[src/rtl/systolic_stream_sequencer_pkg.sv]
// Shared types and sizing for the systolic operand-stream sequencer.
// Fixed array geometry: N_PE PEs, DW-bit operand nibbles, JOB_LEN nibbles per job.
package systolic_pkg;

  localparam int unsigned N_PE    = 8;
  localparam int unsigned DW      = 4;
  localparam int unsigned N_DATA  = 2 * N_PE - 1;
  localparam int unsigned JOB_LEN = 2 * N_PE + N_DATA;
  localparam int unsigned IDX_W   = $clog2(JOB_LEN);
  localparam int unsigned CNT_W   = $clog2(N_DATA);

  typedef enum logic [2:0] {
    IDLE    = 3'd0,
    LOAD_W  = 3'd1,
    LOAD_B  = 3'd2,
    COMPUTE = 3'd3,
    DRAIN   = 3'd4
  } phase_t;

  // Position of the current phase's operand within a stored job.
  function automatic logic [IDX_W-1:0] job_index(input phase_t ph, input logic [CNT_W-1:0] cnt);
    logic [IDX_W-1:0] base;
    case (ph)
      LOAD_B:  base = IDX_W'(N_PE);
      COMPUTE: base = IDX_W'(2 * N_PE);
      default: base = '0;
    endcase
    return base + IDX_W'(cnt);
  endfunction

endpackage

[src/rtl/systolic_stream_sequencer_if.sv]
// Host write port of the sequencer: valid/ready nibble handshake.
interface systolic_stream_sequencer_if;
  import systolic_pkg::*;

  logic          in_valid;
  logic          in_ready;
  logic [DW-1:0] in_data;

  modport master (output in_valid, output in_data, input in_ready);
  modport slave  (input in_valid, input in_data, output in_ready);
endinterface

[src/rtl/systolic_stream_sequencer_job_buffer.sv]
// Ping-pong job storage: two JOB_LEN-nibble banks with full flags,
// a sequential write pointer and a random-access read port for the replay side.
module seq_job_buffer
  import systolic_pkg::*;
(
  input  logic                      clk,
  input  logic                      rst,
  systolic_stream_sequencer_if.slave wr,
  input  logic                      rel_en,
  input  logic [IDX_W-1:0]          rd_idx,
  output logic                      rd_full,
  output logic [DW-1:0]             rd_data
);

  logic [1:0][JOB_LEN-1:0][DW-1:0] mem_q, mem_d;
  logic [1:0]                      full_q, full_d;
  logic                            wr_sel_q, wr_sel_d;
  logic                            rd_sel_q, rd_sel_d;
  logic [IDX_W-1:0]                wr_idx_q, wr_idx_d;
  logic                            wr_fire;

  assign wr.in_ready = !full_q[wr_sel_q];
  assign wr_fire     = wr.in_valid && wr.in_ready;
  assign rd_full     = full_q[rd_sel_q];
  assign rd_data     = mem_q[rd_sel_q][rd_idx];

  // Release and write-completion always target different banks, so both
  // flag updates can be applied in the same cycle.
  always_comb begin
    mem_d    = mem_q;
    full_d   = full_q;
    wr_sel_d = wr_sel_q;
    rd_sel_d = rd_sel_q;
    wr_idx_d = wr_idx_q;
    if (wr_fire) begin
      mem_d[wr_sel_q][wr_idx_q] = wr.in_data;
      if (wr_idx_q == IDX_W'(JOB_LEN - 1)) begin
        full_d[wr_sel_q] = 1'b1;
        wr_idx_d         = '0;
        wr_sel_d         = !wr_sel_q;
      end else begin
        wr_idx_d = wr_idx_q + 1'b1;
      end
    end
    if (rel_en) begin
      full_d[rd_sel_q] = 1'b0;
      rd_sel_d         = !rd_sel_q;
    end
  end

  always_ff @(posedge clk) begin
    if (rst) begin
      full_q   <= '0;
      wr_sel_q <= 1'b0;
      rd_sel_q <= 1'b0;
      wr_idx_q <= '0;
    end else begin
      full_q   <= full_d;
      wr_sel_q <= wr_sel_d;
      rd_sel_q <= rd_sel_d;
      wr_idx_q <= wr_idx_d;
    end
  end

  always_ff @(posedge clk) begin
    mem_q <= mem_d;
  end

endmodule

[src/rtl/systolic_stream_sequencer.sv]
// Replays buffered jobs onto the array operand bus following the fixed
// IDLE/LOAD_W/LOAD_B/COMPUTE/DRAIN schedule. SYSTOLIC_SEQ_HOLD_EN: wait in IDLE until a job is ready.
module systolic_stream_sequencer
  import systolic_pkg::*;
(
  input  logic                      clk,
  input  logic                      rst,
  systolic_stream_sequencer_if.slave wr,
  output logic [DW-1:0]             stream_out,
  output logic [2:0]                phase,
  output logic                      frame_valid,
  output logic                      job_done
);

  phase_t           phase_q, phase_d;
  logic [CNT_W-1:0] cnt_q, cnt_d;
  logic             fv_q, fv_d;
  logic             done_q, done_d;
  logic             rel_en;
  logic             rd_full;
  logic [DW-1:0]    rd_data;
  logic [IDX_W-1:0] rd_idx;

  seq_job_buffer u_buf (
    .clk     (clk),
    .rst     (rst),
    .wr      (wr),
    .rel_en  (rel_en),
    .rd_idx  (rd_idx),
    .rd_full (rd_full),
    .rd_data (rd_data)
  );

  assign rel_en = (phase_q == DRAIN) && fv_q;
  assign rd_idx = job_index(phase_q, cnt_q);

  always_comb begin
    stream_out = '0;
    if (fv_q && (phase_q == LOAD_W || phase_q == LOAD_B || phase_q == COMPUTE)) begin
      stream_out = rd_data;
    end
  end

  always_comb begin
    phase_d = phase_q;
    cnt_d   = cnt_q;
    fv_d    = fv_q;
    done_d  = 1'b0;
    unique case (phase_q)
      IDLE: begin
        cnt_d = '0;
        fv_d  = rd_full;
`ifdef SYSTOLIC_SEQ_HOLD_EN
        if (rd_full) phase_d = LOAD_W;
`else
        phase_d = LOAD_W;
`endif
      end
      LOAD_W: begin
        if (cnt_q == CNT_W'(N_PE - 1)) begin
          phase_d = LOAD_B;
          cnt_d   = '0;
        end else begin
          cnt_d = cnt_q + 1'b1;
        end
      end
      LOAD_B: begin
        if (cnt_q == CNT_W'(N_PE - 1)) begin
          phase_d = COMPUTE;
          cnt_d   = '0;
        end else begin
          cnt_d = cnt_q + 1'b1;
        end
      end
      COMPUTE: begin
        if (cnt_q == CNT_W'(N_DATA - 1)) begin
          phase_d = DRAIN;
          cnt_d   = '0;
          done_d  = fv_q;
        end else begin
          cnt_d = cnt_q + 1'b1;
        end
      end
      DRAIN: begin
        phase_d = IDLE;
        cnt_d   = '0;
        fv_d    = 1'b0;
      end
      default: begin
        phase_d = IDLE;
        cnt_d   = '0;
        fv_d    = 1'b0;
      end
    endcase
  end

  always_ff @(posedge clk) begin
    if (rst) begin
      phase_q <= IDLE;
      cnt_q   <= '0;
      fv_q    <= 1'b0;
      done_q  <= 1'b0;
    end else begin
      phase_q <= phase_d;
      cnt_q   <= cnt_d;
      fv_q    <= fv_d;
      done_q  <= done_d;
    end
  end

  assign phase       = phase_q;
  assign frame_valid = fv_q;
  assign job_done    = done_q;

endmodule

[src/flat_wrapper.sv]
// flat-port wrapper written by rule: the top's interface ports become plain ports
module systolic_stream_sequencer_flat import systolic_pkg::*;
  (clk, rst, stream_out, phase, frame_valid, job_done, wr_in_valid, wr_in_data, wr_in_ready);
  systolic_stream_sequencer_if wr_i ();
  input  logic clk;
  input  logic rst;
  output logic [DW-1:0] stream_out;
  output logic [2:0] phase;
  output logic frame_valid;
  output logic job_done;
  input wire logic [$bits(wr_i.in_valid)-1:0] wr_in_valid;
  input wire logic [$bits(wr_i.in_data)-1:0] wr_in_data;
  output wire logic [$bits(wr_i.in_ready)-1:0] wr_in_ready;
  assign wr_i.in_valid = wr_in_valid;
  assign wr_i.in_data = wr_in_data;
  assign wr_in_ready = wr_i.in_ready;
  systolic_stream_sequencer u_core (.clk(clk), .rst(rst), .wr(wr_i), .stream_out(stream_out), .phase(phase), .frame_valid(frame_valid), .job_done(job_done));
endmodule
[config.mk]
export PLATFORM = sky130hd
export DESIGN_NAME = systolic_stream_sequencer_flat
export DESIGN_NICKNAME = d
export VERILOG_FILES = /design/src/rtl/systolic_stream_sequencer_pkg.sv /design/src/rtl/systolic_stream_sequencer_if.sv /design/src/rtl/systolic_stream_sequencer_job_buffer.sv /design/src/rtl/systolic_stream_sequencer.sv /design/src/flat_wrapper.sv
export SDC_FILE = /design/constraint.sdc
export NUM_CORES = 1
export LEC_CHECK = 0
export ABC_AREA = 1
export CORE_MARGIN = 2
export CORE_UTILIZATION = 30
export DETAILED_ROUTE_END_ITERATION = 10
export SETUP_SLACK_MARGIN = 0.05
export SLEW_MARGIN = 25
export SYNTH_ARGS = -nofsm -noshare
export SYNTH_HDL_FRONTEND = slang
export SYNTH_SLANG_ARGS = --single-unit
[constraint.sdc]
create_clock -name clk -period 3.01 [get_ports clk]
set_input_delay 0.4515 -clock clk [delete_from_list [all_inputs] [get_ports clk]]
set_output_delay 0.4515 -clock clk [all_outputs]
set_load 0.03 [all_outputs]
==> results.yml, run 1 <==
drt:
  antenna_left: 0
  drc: 0
  first_pass_iters: 5
  vias: 7924
  viasPerCell: 4.81
  drt_iter0_markers: 883
  wirelength_um: 29000
  routedWlPerCell_um: 17.6
synth:
  yosys.area.top_type_share: 0.655
  syn_area_mm2: 0.0114
  avgSynthCellArea_um2: 10.3
  ys_ff_latch: 266
  synth_nets: 1113
  yosys_warnings: 0
  synth_area_leaders: "edfxtp_1 65%, nand2_1 13%, nand3_1 6.1%"
  seq_area_frac_synth: 0.686
  synth_cell_types: 28
  synth_top_cell_by_area: "edfxtp_1"
  syn_inst: 1099
grt:
  grt_pass1_wl_um: 44200
  overflow: 0
  track_usage: 0.145
  antenna_found_initial: 0
  grt_max_degree: 81
  grt_pass1_vias: 7663
cts:
  clk_root_buffer_cell: "clkbuf_16"
  cts_sinks: 266
  htreeDepth: 1
  clkTransAtPathRegs_ps: 60
  insertion_delay_ps: 540
  ctsHoldBuffers: 0
  cts_buffers: 28
  cts_tree: "done"
  cts_buffer_depth: 3
timing:
  hold_viol_final: 0
  timing.fmax_mhz: 352
  rsz0062_at_grt: "no"
  setup_viol: 0
  fin_crit_sh: 0.943
  setup_tns_ps: 0
  final.setup.worst_slack_ps: 171
  period_minus_slack_ps: 2840
  drv_slew: 0
  tightestPinTransition_ps: 811
  fin_skew_ps: 6.86
  max_slew_margin: 0.458
pwr:
  pwr-share-seq: 0.542
  ir_drop_mv: 0.374
  p_switching_mw: 1.55
  netSwitchingFraction: 0.207
  power_frac_clock: 0.428
  power_density_mw_per_mm2: 569
  intPower_mw: 5.93
  p_leak_nw: 4.83
  combPwrFrac: 0.030
final_layout:
  layout_common_cells: "402 x nand2_1, 248 x edfxtp_1, 138 x nand3_1, 91 x nor2_1, 51 x inv_1"
  n_antenna_cell: 0
  final_util: 0.351
  area_delta_synth_final_pct: 15.7
  final_common_cell: "nand2_1"
  layout.nets: 1129
  final.fill_count: 3751
  drive_above_1_share: 0.0846
critical_path:
  cp-end-kind: "primary output"
  worstSetupPathType: "flop to primary output"
  crit_path_max_fanout: 19
  cp.required_ps: 2560
  cp-start-kind: "flop"
  arrival_ps: 2390
run:
  cap_violations: 0
placed_design:
  gp_congestion: 0.826
  port_buffers: 16
  pre_cts_slack_ps: 369
  dp_hpwl_um: 17400
die:
  fp.coreArea_mm2: 0.0375
  die_h_um: 199
  die_w_um: 199
  rows: 71
  die_area_mm2: 0.0395
  start_util: 0.303
  io-pin-count: 17
run_status:
  status: "complete, no violations"
hold_path:
  hold_path_class: "input pin to flop"
metal layers:
metal,vias up,GRT usage,routed length [um],share of wire
met4,0,0.0381,603,0.021
li1,3736,-,-,-
met3,44,0.0170,1900,0.066
met1,3851,0.205,12900,0.44
met2,293,0.236,13700,0.47
met5,-,0,0,0
metrics by stage:
stage | instance area [um2] | instances | power [mW] | hold WS, ps
floorplan | 11400 | 1099 | 4.22 | 455
global placement | 12200 | 1592 | 4.35 | 478
detailed placement | 12200 | 1592 | 4.35 | 489
CTS | 13000 | 1642 | 7.54 | 277
global route | 13200 | 1646 | 7.70 | 278
finish | 13200 | 1646 | 7.48 | 300
cells by family (layout without fill, tap and decap cells):
logic type | count (synthesis) | after routing | synth area share
AOI/OAI and AO/OA | 46 | 46 | 0.0210
xor gates and xnor gates | 4 | 4 | 0.00308
adders and majority gates | 7 | 7 | 0.00770
buffers and inverters | 116 | 152 | 0.0449
DFF | 266 | 266 | 0.686
and+or+nand+nor | 660 | 660 | 0.237
cells in the mapped netlist:
library cell / instances
buf_4: 10
nor3_1: 15
clkbuf_1: 20
nand2_1: 402
nor2_1: 95
xnor2_1: 3
o21ai_1: 1
inv_2: 3
a21oi_1: 36
o22ai_1: 1
a31oi_1: 1
nor2_2: 4
ha_1: 7
buf_6: 1
buf_2: 24
edfxtp_1: 248
clkinv_1: 2
nand2_2: 2
o21ai_0: 5
a211oi_1: 1
xor2_1: 1
o2111ai_1: 1
nand3_1: 138
or2_2: 1
inv_1: 54
dfxtp_1: 18
buf_1: 2
nor4_1: 3
power by group through the flow:
stage / logic (mW) / clock network (mW) / registers [mW]
2_1_floorplan: 0.0843 / 0 / 4.14
3_3_place_gp: 0.216 / 0 / 4.13
3_5_place_dp: 0.219 / 0 / 4.13
4_1_cts: 0.220 / 3.26 / 4.06
5_1_grt: 0.240 / 3.40 / 4.06
6_report: 0.222 / 3.20 / 4.06
flip-flops by register name, summed over array words and instances (netlist names):
| signal | count |
|---|---|
| u_core.u_buf.mem_q | 248 |
| u_core.u_buf.full_q | 2 |
| u_core.cnt_q | 4 |
| u_core.u_buf.wr_idx_q | 5 |
| u_core.job_done | 1 |
| u_core.phase | 3 |
| u_core.frame_valid | 1 |
| u_core.u_buf.rd_sel_q | 1 |
| u_core.u_buf.wr_sel_q | 1 |
worst max-delay path: stages, from the launching register on:
cell and delay [ps]:
dfxtp_1 350, buf_8 180, nor2_2 150, buf_6 200, nand3_1 100, nand2_1 70
inv_1 40, nand2_1 100, nand3_1 100, nand3_1 100, nand2_1 100, nor2_2 190
buf_12 140
cell type report:
class,count,area (um2),share of cell area
multi-input cells,717,3090,0.235
flip-flops and latches,266,7810,0.594
well taps,511,639,0.0486
repair buffers,43,539,0.0410
clock inverters,16,96.3,0.00732
clock buffers,34,744,0.0566
inverters,59,231,0.0176
final timing paths:
kind	from	to	slack, ps	cells past startpoint
max	u_core.cnt_q[0]	stream_out[0]	170	12
min	wr_in_data[1]	u_core.u_buf.mem_q[13]	300	1
max reg2reg	u_core.cnt_q[0]	u_core.cnt_q[0]	830	9
min reg2reg	u_core.frame_valid	u_core.job_done	510	2
what timing repair did:
item,4_1_cts,5_1_grt
resized for setup,8,12
cloned,0,2
setup endpoints to repair,4,4
setup buffers,0,2
endpoints found under the hold margin,0,0
(Power assumes the default switching activity.)
==> inputs of run 2 (changes only) <==
--- a/config.mk
+++ b/config.mk
@@ -6,6 +6,7 @@
 export NUM_CORES = 1
 export LEC_CHECK = 0
 export ABC_AREA = 1
+export CAP_MARGIN = 0
 export CORE_MARGIN = 2
 export CORE_UTILIZATION = 30
 export DETAILED_ROUTE_END_ITERATION = 10
==> results of run 2 <==
The final DEF is identical to that of run 1; final timing and power are the same.
